==> config.mk <==
export PLATFORM = sky130hd
export DESIGN_NAME = collision_ctrl_flat
export DESIGN_NICKNAME = d
export VERILOG_FILES = /design/src/rtl/collision_if.sv /design/src/rtl/collision_ctrl.sv /design/src/flat_wrapper.sv
export SDC_FILE = /design/constraint.sdc
export NUM_CORES = 1
export LEC_CHECK = 0
export ABC_CLOCK_PERIOD_IN_PS = 2500
export CAP_MARGIN = 20
export CORE_ASPECT_RATIO = 2
export CORE_MARGIN = 10
export CORE_UTILIZATION = 50
export DETAILED_ROUTE_END_ITERATION = 7
export GPL_TIMING_DRIVEN = 0
export MAX_ROUTING_LAYER = met4
export PLACE_DENSITY = 0.8
export SETUP_SLACK_MARGIN = 0.2
export SLEW_MARGIN = 20
export SYNTH_ARGS = -nofsm -noshare
export SYNTH_HDL_FRONTEND = slang
export SYNTH_SLANG_ARGS = --single-unit
==> constraint.sdc <==
create_clock -name clk -period 2.5 [get_ports clk]
set_clock_uncertainty 0.2 [all_clocks]
set_input_delay 0.5 -clock clk [delete_from_list [all_inputs] [get_ports clk]]
set_output_delay 0.5 -clock clk [all_outputs]
set_load 0.05 [all_outputs]
==> src/rtl/collision_if.sv <==
// rtl/collision_if.sv - raster/object-flag inputs and game-state outputs of the collision controller
interface collision_if;
    logic [9:0]  hc;
    logic [9:0]  vc;
    logic        CrocIn;
    logic        FrogIn;
    logic        Start;
    logic [1:0]  State;
    logic [2:0]  Lives;
    logic [15:0] Score;
    logic        Flash;
    logic        FrameTick;

    modport master (
        output hc, vc, CrocIn, FrogIn, Start,
        input  State, Lives, Score, Flash, FrameTick
    );

    modport slave (
        input  hc, vc, CrocIn, FrogIn, Start,
        output State, Lives, Score, Flash, FrameTick
    );
endinterface

==> src/rtl/collision_ctrl.sv <==
// rtl/collision_ctrl.sv - per-frame collision latch, lives/score counters and game FSM
module collision_ctrl #(
    parameter int LIVES      = 3,
    parameter int INV_FRAMES = 60,
    parameter int H_VIS      = 640,
    parameter int V_VIS      = 480
) (
    input  logic        clk,
    input  logic        rst_n,
    collision_if.slave  bus
);
    typedef enum logic [1:0] {IDLE = 2'd0, PLAY = 2'd1, HIT = 2'd2, OVER = 2'd3} stateT;

    localparam logic [2:0] LIVES_INIT = 3'(LIVES);
    localparam logic [7:0] INV_INIT   = 8'(INV_FRAMES);
    localparam logic [9:0] H_LIM      = 10'(H_VIS);
    localparam logic [9:0] V_LIM      = 10'(V_VIS);

    stateT       state;
    logic        visQ;
    logic        hitF;
    logic        tickQ;
    logic        flashQ;
    logic [2:0]  livesQ;
    logic [15:0] scoreQ;
    logic [7:0]  invCnt;

    // visQ is one cycle late, matching the registered object flags
    wire        overlap  = visQ & bus.CrocIn & bus.FrogIn;
    wire        startNow = bus.Start && (state == IDLE || state == OVER);
    wire [15:0] scoreInc = (scoreQ == 16'hFFFF) ? scoreQ : scoreQ + 16'd1;
    wire [7:0]  invDec   = invCnt - 8'd1;

    assign bus.State     = state;
    assign bus.Lives     = livesQ;
    assign bus.Score     = scoreQ;
    assign bus.Flash     = flashQ;
    assign bus.FrameTick = tickQ;

    always_ff @(posedge clk or negedge rst_n) begin
        if (!rst_n) begin
            state  <= IDLE;
            visQ   <= 1'b0;
            hitF   <= 1'b0;
            tickQ  <= 1'b0;
            flashQ <= 1'b0;
            livesQ <= 3'd0;
            scoreQ <= 16'd0;
            invCnt <= 8'd0;
        end else begin
            visQ  <= (bus.hc < H_LIM) && (bus.vc < V_LIM);
            tickQ <= (bus.hc == 10'd0) && (bus.vc == V_LIM);

            if (tickQ || startNow)
                hitF <= 1'b0;
            else if (overlap)
                hitF <= 1'b1;

            case (state)
                IDLE, OVER: begin
                    // start wins over a coincident tick: no score step here
                    if (bus.Start) begin
                        state  <= PLAY;
                        livesQ <= LIVES_INIT;
                        scoreQ <= 16'd0;
                        flashQ <= 1'b0;
                        invCnt <= 8'd0;
                    end
                end
                PLAY: begin
                    if (tickQ) begin
                        scoreQ <= scoreInc;
                        if (hitF) begin
                            livesQ <= livesQ - 3'd1;
                            if (livesQ == 3'd1) begin
                                state <= OVER;
                            end else begin
                                state  <= HIT;
                                invCnt <= INV_INIT;
                                flashQ <= INV_INIT[3];
                            end
                        end
                    end
                end
                HIT: begin
                    if (tickQ) begin
                        scoreQ <= scoreInc;
                        invCnt <= invDec;
                        flashQ <= invDec[3];
                        if (invCnt == 8'd1)
                            state <= PLAY;
                    end
                end
                default: state <= IDLE;
            endcase
        end
    end
endmodule

==> src/flat_wrapper.sv <==
// flat-port wrapper written by rule: the top's interface ports become plain ports
module collision_ctrl_flat 
#(
    parameter int LIVES      = 3,
    parameter int INV_FRAMES = 60,
    parameter int H_VIS      = 640,
    parameter int V_VIS      = 480
)
  (clk, rst_n, bus_hc, bus_vc, bus_CrocIn, bus_FrogIn, bus_Start, bus_State, bus_Lives, bus_Score, bus_Flash, bus_FrameTick);
  collision_if bus_i ();
  input  logic clk;
  input  logic rst_n;
  input wire logic [$bits(bus_i.hc)-1:0] bus_hc;
  input wire logic [$bits(bus_i.vc)-1:0] bus_vc;
  input wire logic [$bits(bus_i.CrocIn)-1:0] bus_CrocIn;
  input wire logic [$bits(bus_i.FrogIn)-1:0] bus_FrogIn;
  input wire logic [$bits(bus_i.Start)-1:0] bus_Start;
  output wire logic [$bits(bus_i.State)-1:0] bus_State;
  output wire logic [$bits(bus_i.Lives)-1:0] bus_Lives;
  output wire logic [$bits(bus_i.Score)-1:0] bus_Score;
  output wire logic [$bits(bus_i.Flash)-1:0] bus_Flash;
  output wire logic [$bits(bus_i.FrameTick)-1:0] bus_FrameTick;
  assign bus_i.hc = bus_hc;
  assign bus_i.vc = bus_vc;
  assign bus_i.CrocIn = bus_CrocIn;
  assign bus_i.FrogIn = bus_FrogIn;
  assign bus_i.Start = bus_Start;
  assign bus_State = bus_i.State;
  assign bus_Lives = bus_i.Lives;
  assign bus_Score = bus_i.Score;
  assign bus_Flash = bus_i.Flash;
  assign bus_FrameTick = bus_i.FrameTick;
  collision_ctrl #(.LIVES(LIVES), .INV_FRAMES(INV_FRAMES), .H_VIS(H_VIS), .V_VIS(V_VIS)) u_core (.clk(clk), .rst_n(rst_n), .bus(bus_i));
endmodule
==> reports/qor.csv, run 1 <==
stage;metric;value;unit
final_layout;Layout Nets;305;
logic_synthesis;Post-synth EDFFs;0;
clocking;CTS Root Cell;clkbuf_8;
route;drt drc;0;
min_path;hold path startpoint;u_core.invCnt[7];
final_layout;area grow syn2layout;37.7;%
final_layout;final instance area;2770;um2
route;remaining antenna violation count;0;
die;Starting Density;51.8;%
min_path;Min-Delay Endpoint;u_core.invCnt[7];
route;vias per inst;6.03;
die;Die ar.;7120;um2
global_route;first-pass GRT wire length;9.03;mm
worst_setup_path;reg-to-reg setup timing slack;0.23;ns
global_route;vias in the first global route;1884;
logic_synthesis;Mean Syn Cell Area;9.41;um2
worst_setup_path;Critical R2R Launch;u_core.invCnt[4];
timing;Final setup viols;0;
route;DRT Wirelength;5.68;mm
logic_synthesis;top area cells in the synthesized netlist;dfrtp_1 40%, ha_1 4.4%, nand2_1 3.4%, a21oi_1 2.7%, o21ai_0 2.7%;
clocking;CTS max path bufs;2;
worst_setup_path;Worst Path Arrival;1.58;ns
worst_setup_path;CP Capture Type;output port;
worst_setup_path;CP peak stage delay;0.85;ns
worst_setup_path;Slowest-stage cell, CP;clkdlybuf4s50_1;
placed_design;Placed Area;2570;um2
placed_design;dpl cells;313;
timing;RSZ-0062 raised after global routing;false;
global_route;largest net degree at the start of global routing;20;
job;Max Cap Viol;0;
power_and_ir_drop;VDD IR max;0.000769;V
min_path;Worst Hold Path Cells;1;
timing;Fin Setup TNS;0;ns
worst_setup_path;crit path max fanout;6;
global_route;initial antenna violation count;0;
timing;Max Fclk;439;MHz
worst_setup_path;Required @ worst endpoint;1.80;ns
timing;worst slew pin tran;0.710;ns
logic_synthesis;FF+latch count, synth;32;
worst_setup_path;Setup CP Type;reg2out;
logic_synthesis;top cell type's share of synthesized area;39.8;%
die;die height;110;um
timing;Tmin final;2.28;ns
worst_setup_path;r2r endpoint;u_core.bus.State[0];
clocking;CTS tree;yes;
final_layout;commonest non-fill, non-tap cells in the layout;32 x clkdlybuf4s50_1, 28 x dfrtp_1, 18 x nand2_1;
min_path;HP Class;reg2reg;
die;Rows;32;
clocking;H-Tree Depth;2;
worst_setup_path;crit-path cells;clkdlybuf4s50_1;
final_layout;Fill cells;316;
timing;fin crit share;91.1;%
route;routed vias;1959;
logic_synthesis;cell count after synthesis;214;
final_layout;share of layout cells above drive strength 1;17.2;%
clocking;clock latency on the worst-skew pair;0.28;ns
final_layout;FF/Latch Area;806;um2
final_layout;Finished Layout Cells;325;
placed_design;PortBufs;47;
worst_setup_path;worst setup path startpoint;u_core.bus.Score[10];
die;I/O pin total;48;
clocking;CTS Buf Count;5;
global_route;GRT Overall Usage;16.2;%
clocking;clk sinks;32;
final_layout;commonest non-fill, non-tap cell in the layout;clkdlybuf4s50_1;
worst_setup_path;worst reg-to-reg path cell count;4;
placed_design;post-DP HPWL;4.40;mm
route;Routed wire per std cell;17.5;um
logic_synthesis;Yosys warnings;0;
placed_design;final RePlAce weighted congestion;0.938;
die;Core ar.;3880;um2
timing;Max Slew Vio Count;0;
worst_setup_path;CP Launch Type;flip-flop;
route;First DRT Iteration DRCs;80;
timing;Slew HR;52.3;%
logic_synthesis;cell taking the most area after synthesis;dfrtp_1;
logic_synthesis;async set or reset register ratio after synthesis;100;%
global_route;total gr overflow;0;
power_and_ir_drop;Static Leak;0.00129;uW
logic_synthesis;share of the yosys chip area belonging to registers;39.8;%
final_layout;final core occ;71.4;%
outcome;status;complete, no violations;
logic_synthesis;syn nets;246;
die;die width;64.9;um
worst_setup_path;Crit path max-delay family;buffers and inverters;
logic_synthesis;top_reg_cell synth;dfrtp_1;
worst_setup_path;Buf/Inv on CP;1;
logic_synthesis;Synth cell types;52;
clocking;clock slew at reported path FFs;0.07;ns
route;Initial DRT Pass Iterations;4;
timing;Final Hold Fails;0;
final_layout;Antenna Cells;0;
final_layout;Multi-input gate area;1170;um2
power_and_ir_drop;pwr dens;948;nW/um2
logic_synthesis;Syn Std Cell Area;2010;um2
## worst max-delay path by stage
stage                            to  cells past startpoint
6_report              bus_Score[10]                      1
5_1_grt         u_core.bus.State[0]                      4
4_1_cts                bus_Score[5]                      1
3_5_place_dp   u_core.bus.Score[14]                      6
3_3_place_gp   u_core.bus.Score[14]                      6
2_1_floorplan  u_core.bus.Score[11]                      6
## logic make-up (layout without fill, tap and decap cells)
group | after synthesis | count (layout) | synth area share [%]
and+or+nand+nor | 93 | 93 | 27.6
buffers and inverters | 17 | 77 | 3.23
adders and majority gates | 7 | 7 | 4.35
DFF | 32 | 32 | 39.8
muxes | 6 | 6 | 3.23
AOI/OAI and AO/OA | 59 | 59 | 21.8
## cells in the mapped netlist, types with 2 or more instances
library cell / instances
a21boi_0: 2
o311a_1: 3
or4_4: 2
and3_1: 2
or4b_1: 2
or4_1: 3
o21a_1: 2
o211ai_1: 2
nand2b_1: 3
mux2_2: 4
nand3_1: 9
inv_1: 9
a21oi_1: 11
nor3_1: 9
or3_1: 4
ha_1: 7
o21ai_0: 11
nand2_1: 18
mux2i_1: 2
a211o_2: 3
nor4_1: 7
nor2b_1: 4
clkbuf_1: 7
o31ai_1: 6
nand4_1: 6
a31oi_1: 5
dfrtp_1: 32
a211oi_1: 3
and4_1: 3
nor2_1: 11
## stage by stage
step,hold WS [ns],worst slack (ns),total power [uW]
global route,0.334,0.148,2800
detailed placement,0.233,-0.146,2010
CTS,0.304,0.203,2600
finish,0.299,0.223,2630
global placement,0.280,-0.184,1970
floorplan,0.00441,0.216,1610
## state kept, by name, summed over array words and instances, names as in the netlist
name,count
u_core.bus.State,2
u_core.bus.Lives,3
u_core.bus.FrameTick,1
u_core.bus.Score,16
u_core.hitF,1
u_core.visQ,1
u_core.invCnt,8
## power breakdown
part	switching, uW	internal, uW	total, uW	leakage (uW)
Clock	193	352	545	0.0000645
Combinational	793	509	1300	0.000803
Sequential	146	635	782	0.000420
## final cells by class
cell class / count / share of cell area, %
Inverter: 9 / 1.22
Buffer: 8 / 1.31
Sequential cell: 32 / 29.1
Timing Repair Buffer: 52 / 19.1
Multi-Input combinational cell: 165 / 42.4
Tap cell: 51 / 2.30
Clock inverter: 1 / 1.08
Clock buffer: 7 / 3.48
## worst reg2reg max path, delay by kind of cell (launching register included)
kind	cells	cell delay (ns)
flops	1	0.41
compound gates	1	0.54
simple gates	2	0.78
mux	1	0.24
## timing repair
| item | 4_1_cts | 5_1_grt |
|---|---|---|
| hold buffers | 1 | 0 |
| setup buffers | 2 | 1 |
| hold endpoints to repair | 13 | 0 |
| pin swaps | 1 | 2 |
| setup endpoints to repair | 14 | 19 |
| gates resized for setup | 12 | 14 |
## per-layer routing
metal / track usage [%] / wire length, um
met1: 14.9 / 2010
met2: 32.9 / 3450
met3: 2.24 / 143
met4: 4.62 / 76
met5: - / 0
(Power assumes the default switching activity.)
==> run 2, diff against run 1 <==
--- a/config.mk
+++ b/config.mk
@@ -8,7 +8,7 @@
 export ABC_CLOCK_PERIOD_IN_PS = 2500
 export CAP_MARGIN = 20
 export CORE_ASPECT_RATIO = 2
-export CORE_MARGIN = 10
+export CORE_MARGIN = 2
 export CORE_UTILIZATION = 50
 export DETAILED_ROUTE_END_ITERATION = 7
 export GPL_TIMING_DRIVEN = 0
==> run 2 against run 1 <==
Worst setup slack improved by 0.0035 ns. Flip-flop and latch count unchanged. Count of clock-buffer cells in the layout unchanged. Non-clock buffer count decreased by 1. Largest cell class unchanged. Fmax increased by 0.15%. First-iteration DRC count increased by 10%. Final cell count decreased by 0.31%. Largest power group unchanged. Combinational power about the same. Register-to-register slack improved by 0.07 ns. Sequential power increased by 0.6%. Critical path type unchanged. Power decreased by 5.2%.
==> reports/qor.csv, run 2 (synthesis results as in run 1) <==
stage;metric;value;unit;change
clocking;clk sinks;32;;unchanged
route;drt drc;0;;unchanged
clocking;clock slew at reported path FFs;0.07;ns;about the same
placed_design;PortBufs;47;;unchanged
timing;min setup slack post-route;0.227;ns;+0.00346 ns
route;DRT Wirelength;5.28;mm;-7.0%
power_and_ir_drop;VDD IR max;0.000653;V;-15%
timing;Final setup viols;0;;unchanged
die;Starting Density;52.4;%;+0.54 points
clocking;CTS max path bufs;2;;unchanged
route;Routed wire per std cell;16.3;um;-6.7%
timing;Final Hold Fails;0;;unchanged
job;Max Cap Viol;0;;unchanged
worst_setup_path;crit path max fanout;6;;unchanged
die;I/O pin total;48;;unchanged
die;die width;48.9;um;-25%
route;remaining antenna violation count;0;;unchanged
route;First DRT Iteration DRCs;88;;+10%
placed_design;post-DP HPWL;3.94;mm;-10%
final_layout;commonest non-fill, non-tap cell in the layout;clkdlybuf4s50_1;;
final_layout;commonest non-fill, non-tap cells in the layout;33 x clkdlybuf4s50_1, 28 x dfrtp_1, 18 x nand2_1;;
power_and_ir_drop;pwr dens;911;nW/um2;-4.0%
worst_setup_path;Crit path max-delay family;buffers and inverters;;
timing;worst slew pin tran;0.567;ns;-0.143 ns
final_layout;flip-flop count of the largest register after layout;16;;unchanged
timing;Fin Setup TNS;0;ns;unchanged
worst_setup_path;crit-path cells;clkdlybuf4s50_1;;
power_and_ir_drop;Static Leak;0.00126;uW;-2.0%
timing;Max Fclk;440;MHz;+0.15%
outcome;status;complete, no violations;;
timing;fin crit share;90.9;%;-0.14 points
timing;Slew HR;61.9;%;+9.6 points
clocking;CTS Buf Count;5;;unchanged
global_route;GRT Overall Usage;25.8;%;+9.6 points
worst_setup_path;Worst Path Arrival;1.57;ns;about the same
clocking;H-Tree Depth;2;;unchanged
die;die height;93.7;um;-15%
placed_design;dpl cells;313;;unchanged
timing;Max Slew Vio Count;0;;unchanged
route;Initial DRT Pass Iterations;4;;unchanged
worst_setup_path;Setup CP Type;reg2out;;
final_layout;area grow syn2layout;35.9;%;
worst_setup_path;CP Launch Type;flip-flop;;
placed_design;DP Worst Slack;-0.132;ns;+0.0149 ns
die;Core ar.;3840;um2;-1.0%
final_layout;Antenna Cells;0;;unchanged
min_path;HP Class;reg2reg;;
global_route;first-pass GRT wire length;8.98;mm;-0.54%
timing;RSZ-0062 raised after global routing;true;;
final_layout;Layout Nets;304;;-0.33%
clocking;CTS tree;yes;;
global_route;vias in the first global route;1927;;+2.3%
global_route;initial antenna violation count;0;;unchanged
clocking;clock latency on the worst-skew pair;0.29;ns;about the same
worst_setup_path;Required @ worst endpoint;1.80;ns;about the same
timing;Tmin final;2.27;ns;-0.00346 ns
final_layout;Finished Layout Cells;324;;-0.31%
die;Die ar.;4580;um2;-36%
global_route;total gr overflow;0;;unchanged
placed_design;Placed Area;2570;um2;unchanged
final_layout;final instance area;2740;um2;-1.3%
final_layout;share of layout cells above drive strength 1;16.1;%;-1.0 points
power_and_ir_drop;PnR Total Power;2490;uW;-5.2%
route;routed vias;1955;;-0.20%
placed_design;final RePlAce weighted congestion;0.957;;+2.0%
die;Rows;32;;unchanged
worst_setup_path;CP peak stage delay;0.84;ns;about the same
route;vias per inst;6.03;;+0.10%
worst_setup_path;CP Capture Type;output port;;
worst_setup_path;Slowest-stage cell, CP;clkdlybuf4s50_1;;
worst_setup_path;Buf/Inv on CP;1;;unchanged
clocking;CTS Root Cell;clkbuf_8;;
global_route;largest net degree at the start of global routing;20;;unchanged
==> run 2: metrics by stage <==
step,hold slack [ns],util [%]
floorplan,0.00441,-
global placement,0.279,66.4
detailed placement,0.232,67.0
CTS,0.300,69.5
global route,0.324,71.2
finish,0.303,71.2
==> run 2: report_power, final <==
group	internal [uW]	switching (uW)
logic	513	794
clock network	196	203
registers	635	152
==> run 2: worst paths after layout <==
check                                     startpoint                   end  slack (ns)  cells after the start
worst max-delay path            u_core.bus.Score[13]         bus_Score[13]        0.23                      1
worst min-delay path                u_core.invCnt[7]      u_core.invCnt[7]        0.30                      1
worst max register to register   u_core.bus.State[0]  u_core.bus.Score[13]        0.30                      6
worst min register to register      u_core.invCnt[7]      u_core.invCnt[7]        0.30                      1
max in group asynchronous                      rst_n   u_core.bus.Score[1]        1.20                      3
min in group asynchronous                      rst_n   u_core.bus.Lives[0]        0.45                      2
==> run 2: what timing repair did <==
item,CTS,global route
pin swaps,1,3
resized for setup,9,18
setup buffers,1,1
setup endpoints to repair,11,19
endpoints found under the hold margin,13,0
gates cloned,0,0
hold buffers,1,0
==> run 2: layout make-up <==
type / count / area (um2)
clock buffer: 7 / 76.3
multi-input combinational: 165 / 1190
buffer: 8 / 36.3
clock inverter: 1 / 5.00
timing repair buffer: 51 / 528
tap: 51 / 63.8
sequential: 32 / 806
inverter: 9 / 33.8
fill: 314 / 1110
==> run 2: metal layers <==
| layer | up-vias | wire (um) | GRT usage (%) |
|---|---|---|---|
| met4 | 0 | 91 | 10.0 |
| met5 | - | 0 | - |
| met3 | 7 | 163 | 2.87 |
| li1 | 948 | - | - |
| met2 | 51 | 3050 | 49.5 |
| met1 | 949 | 1980 | 26.1 |
